File: src/rtl/mux2to1_rr.sv
// rtl/mux2to1_rr.sv - round-robin 2:1 stream merge with source tag, registered output (optional packet lock: MUX_PKT_LOCK_EN)
module mux2to1_rr #(
    parameter int WIDTH = 8
) (
    input  logic             clk,
    input  logic             rst,
    input  logic             in0_valid,
    input  logic [WIDTH-1:0] in0_data,
    input  logic             in0_last,
    output logic             in0_ready,
    input  logic             in1_valid,
    input  logic [WIDTH-1:0] in1_data,
    input  logic             in1_last,
    output logic             in1_ready,
    output logic             out_valid,
    output logic [WIDTH-1:0] out_data,
    output logic             out_sel,
    output logic             out_last,
    input  logic             out_ready
);

    logic prio;
    logic load;
    logic req0;
    logic req1;
    logic gnt_valid;
    logic gnt_sel;
    logic xfer;

`ifdef MUX_PKT_LOCK_EN
    logic lock;
    logic owner;

    // While a packet is in flight only its owner may request
    always_comb begin
        req0 = in0_valid && (!lock || !owner);
        req1 = in1_valid && (!lock || owner);
    end
`else
    // Per-beat arbitration: requests are the raw valids
    always_comb begin
        req0 = in0_valid;
        req1 = in1_valid;
    end
`endif

    // Round-robin grant: a lone requester wins, a tie goes to prio
    always_comb begin
        gnt_valid = req0 || req1;
        gnt_sel   = 1'b0;
        if (req0 && req1) begin
            gnt_sel = prio;
        end else if (req1) begin
            gnt_sel = 1'b1;
        end
    end

    assign load      = !out_valid || out_ready;
    assign xfer      = !rst && load && gnt_valid;
    assign in0_ready = xfer && !gnt_sel;
    assign in1_ready = xfer && gnt_sel;

    // Output register, priority pointer and (optionally) packet lock
    always_ff @(posedge clk) begin
        if (rst) begin
            out_valid <= 1'b0;
            out_data  <= '0;
            out_sel   <= 1'b0;
            out_last  <= 1'b0;
            prio      <= 1'b0;
`ifdef MUX_PKT_LOCK_EN
            lock      <= 1'b0;
            owner     <= 1'b0;
`endif
        end else if (xfer) begin
            out_valid <= 1'b1;
            out_data  <= gnt_sel ? in1_data : in0_data;
            out_sel   <= gnt_sel;
            out_last  <= gnt_sel ? in1_last : in0_last;
            prio      <= ~gnt_sel;
`ifdef MUX_PKT_LOCK_EN
            // A non-last beat opens (or continues) a packet; a last beat closes it
            lock      <= !(gnt_sel ? in1_last : in0_last);
            owner     <= gnt_sel;
`endif
        end else if (out_valid && out_ready) begin
            out_valid <= 1'b0;
        end
    end

endmodule

File: config.mk
export PLATFORM = sky130hd
export DESIGN_NAME = mux2to1_rr
export DESIGN_NICKNAME = d
export VERILOG_FILES = /design/src/rtl/mux2to1_rr.sv
export SDC_FILE = /design/constraint.sdc
export NUM_CORES = 1
export LEC_CHECK = 0
export ABC_AREA = 1
export ABC_CLOCK_PERIOD_IN_PS = 1300
export CELL_PAD_IN_SITES_DETAIL_PLACEMENT = 1
export CELL_PAD_IN_SITES_GLOBAL_PLACEMENT = 1
export CORE_MARGIN = 5
export CORE_UTILIZATION = 24
export DETAILED_ROUTE_END_ITERATION = 16
export GPL_TIMING_DRIVEN = 0
export HOLD_SLACK_MARGIN = 0.15
export PLACE_DENSITY_LB_ADDON = 0.1
export SLEW_MARGIN = 5
export SYNTH_ARGS = -nofsm -noshare
export SYNTH_HDL_FRONTEND = slang
export SYNTH_SLANG_ARGS = --single-unit
File: constraint.sdc
create_clock -name clk -period 1.3 [get_ports clk]
set_clock_uncertainty 0.2 [all_clocks]
set_input_delay 0.325 -clock clk [delete_from_list [all_inputs] [get_ports clk]]
set_output_delay 0.325 -clock clk [all_outputs]
set_load 0.02 [all_outputs]
==> metrics.md <==
| Metric | Value |
|---|---|
| Run status | `finished with violations` |
| Violated checks | `negative setup slack` |
| Syn avg cell area | `between 6 and 7 um^2` |
| Met1 wire length | `890 um` |
| Crit Path Class | `flip-flop to primary output` |
| PwrDens | `834.8 nW/um^2` |
| Initial antenna violation count | `0` |
| CTS Buf Count | `3` |
| Hpwl dp | `~1500 um` |
| Vias | `about 750` |
| # setup viols final | `3` |
| Worst setup path start | `out_valid$_SDFFE_PP0P_` |
| Final hold vios | `0` |
| Die Area | `roughly 3700 um^2` |
| Reg2reg start | `prio$_SDFFE_PP0P_` |
| CTS clock-pin slew for the worst setup and hold paths | `approximately 0.08 ns` |
| #FFs+latches synth | `12` |
| Die Ht | `just over 60 um` |
| Crit Path Max Fanout | `3` |
| Core ar. | `roughly 2500 um^2` |
| Crit. End Element | `primary output` |
| Antenna fix cells | `0` |
| Die Wd | `approximately 60 um` |
| Vias in the first global route | `803` |
| DRT iter0 DRCs | `11` |
| Tmin final | `1.622 ns` |
| Max-slew headroom | `0.8959` |
| Clk root buf | `clkbuf_4` |
| First-pass GRT wire length | `about 3400 um` |
| Static leakage | `0.0005406 uW` |
| Slew @ Worst Pin | `about 0.15 ns` |
| Req. time, crit path | `0.77 ns` |
| Post-synthesis cell count | `90` |
| Dpl ws | `-1.181 ns` |
| Worst-Skew Late Latency | `0.27 ns` |
| R2R Setup Slk | `roughly 0.02 ns` |
| Most frequent cells in the layout | `nand2_1 (38), clkdlybuf4s50_1 (18), buf_4 (17)` |
| Wire length on met3 | `153 um` |
| Vias per std cell | `approximately 4.4` |
| GR Overflow Total | `0` |
| Synth Warn # | `0` |
| Synth top area share | `0.3918` |
| Tot Pwr | `~970 uW` |
| Detailed Route WL | `between 2000 and 2500 um` |
| Placer congestion estimate | `roughly 0.74` |
| First-pass DRT Iterations | `3` |
| Uppermost layer routed | `met4` |
| Worst path arrival time | `~1.1 ns` |
| Ports | `36` |
| Starting Density | `0.2497` |
| Synthesized area | `about 610 um^2` |
| Largest net degree at the start of global routing | `11` |
| Commonest non-fill, non-tap cell in the layout | `nand2_1` |
| Num Clock Sinks | `12` |
| # H-tree levels | `1` |
| Worst setup path endpoint | `in0_ready` |
| CTS tree | `yes` |
| RSZ-0062 raised after global routing | `yes` |
| Seq/Total Area, Yosys | `0.3918` |
| Area leader, netlist | `dfxtp_1` |
| Syn nets | `between 100 and 150` |
| Setup TNS | `-0.6423 ns` |
| Startpoint Class | `flip-flop` |
| MaxCap Viol Count | `0` |
| Site row count | `18` |
| Fraction of layout cells with a size suffix above 1 | `0.4101` |
| Fillers | `about 310` |
| VDD IR max | `around 490 uV` |
| DRC Markers | `0` |
| Post-synthesis cell type count | `14` |
| Worst reg2reg path depth | `8` |
| Met2 wire length | `~1100 um` |
| Worst-case clock buffer depth | `2` |
| Antenna Violating Nets Remaining | `0` |
| Area Overhead vs Synth | `88.98%` |
| FF-to-FF End | `out_data[2]$_SDFFE_PP0P_` |
| Non-filler cells, final | `169` |
| Min setup slack post-route | `-0.3218 ns` |
| F_max | `a little over 600 MHz` |
| GRT Resource Usage Total | `0.1250` |
| Placed Cells incl. Taps | `155` |
| Port buffer count | `35` |
| Top cells by area, synth | `dfxtp_1 (39%), nand2_1 (24%), a21oi_1 (8.2%), nand3_1 (7.3%), buf_6 (5.5%)` |
| Fin nets | `~160` |
| Final slew viol count | `0` |
| Final Core Density | `0.4720` |
| Final critical-path share of the clock period | `1.248` |
| Drt wl/cell | `between 10 and 15 um` |
| Hold crit path type | `input pin to flip-flop` |
==> metal layers <==
metal,up-vias,GRT usage
met5,-,0
met4,0,0.03715
met3,4,0.04681
met2,22,0.2145
met1,341,0.1454
li1,384,-
==> through the flow <==
| step | hold WS, ns | instance area [um^2] |
|---|---|---|
| after global routing | 0.2216 | 1159 |
| final | 0.2104 | 1159 |
| after CTS | 0.2230 | 1089 |
| after global placement | 0.2510 | 1027 |
| after floorplan | 0.1941 | 639.4 |
| after detailed placement | 0.2596 | 1027 |
==> synth_stat cells <==
| master | instances |
|---|---|
| a21oi_1 | 10 |
| a21oi_2 | 1 |
| buf_6 | 3 |
| clkbuf_8 | 1 |
| dfxtp_1 | 12 |
| inv_1 | 4 |
| inv_2 | 1 |
| nand2_1 | 40 |
| nand2_2 | 2 |
| nand2_4 | 1 |
| nand3_1 | 9 |
| nor2_1 | 3 |
| nor2_2 | 2 |
| o21ai_0 | 1 |
==> how the worst min path moves through the flow <==
stage,from,to,cells past startpoint
5_1_grt,rst,out_sel$_SDFFE_PP0P_,3
3_3_place_gp,out_data[2]$_SDFFE_PP0P_,out_data[2]$_SDFFE_PP0P_,2
3_5_place_dp,out_last$_SDFFE_PP0P_,out_last$_SDFFE_PP0P_,2
6_report,rst,prio$_SDFFE_PP0P_,4
4_1_cts,rst,out_data[5]$_SDFFE_PP0P_,2
2_1_floorplan,rst,out_data[5]$_SDFFE_PP0P_,1
==> where the power goes <==
part / switching, uW / leakage (uW) / internal, uW
Combinational: 158 / 0.000424 / 172
Clock: 121 / 0.0000138 / 107
Sequential: 14.3 / 0.000103 / 395
==> registers in the layout (all words and copies together) (netlist names) <==
signal,flops
prio,1
out_last,1
out_sel,1
out_valid,1
out_data,8
==> what timing repair did <==
item | in CTS | in global routing
endpoints found under the setup margin | 24 | 24
resized for setup | 73 | 28
buffers inserted | 10 | 3
gates cloned | 0 | 0
pin swaps | 9 | 6
hold buffers | 0 | 1
endpoints found under the hold margin | 0 | 1
==> area by class of cell <==
| cell class | instances | area [um^2] | share of cell area |
|---|---|---|---|
| plain buffers | 3 | 36.28 | 0.03132 |
| inverters | 5 | 26.28 | 0.02268 |
| repair buffers | 47 | 426.7 | 0.3683 |
| well taps | 30 | 37.54 | 0.03240 |
| clock buffers | 3 | 22.52 | 0.01944 |
| multi-input cells | 69 | 355.3 | 0.3067 |
| flip-flops and latches | 12 | 254.0 | 0.2192 |
==> kinds of logic (layout without fill, tap and decap cells) <==
family / after synthesis / count (layout) / share of synthesized area
buffers and inverters: 9 / 58 / 0.1081
AO/OA/AOI/OAI: 12 / 12 / 0.1041
flip-flops: 12 / 12 / 0.3918
AND/OR/NAND/NOR: 57 / 57 / 0.3959
==> critical path, cell delays in order (launching register included) <==
cell and delay [ns]:
dfxtp_2 0.34, nand2_4 0.07, nand2_1 0.09, buf_6 0.14, nor2_4 0.07, buf_6 0.12
(Power assumes the default switching activity.)
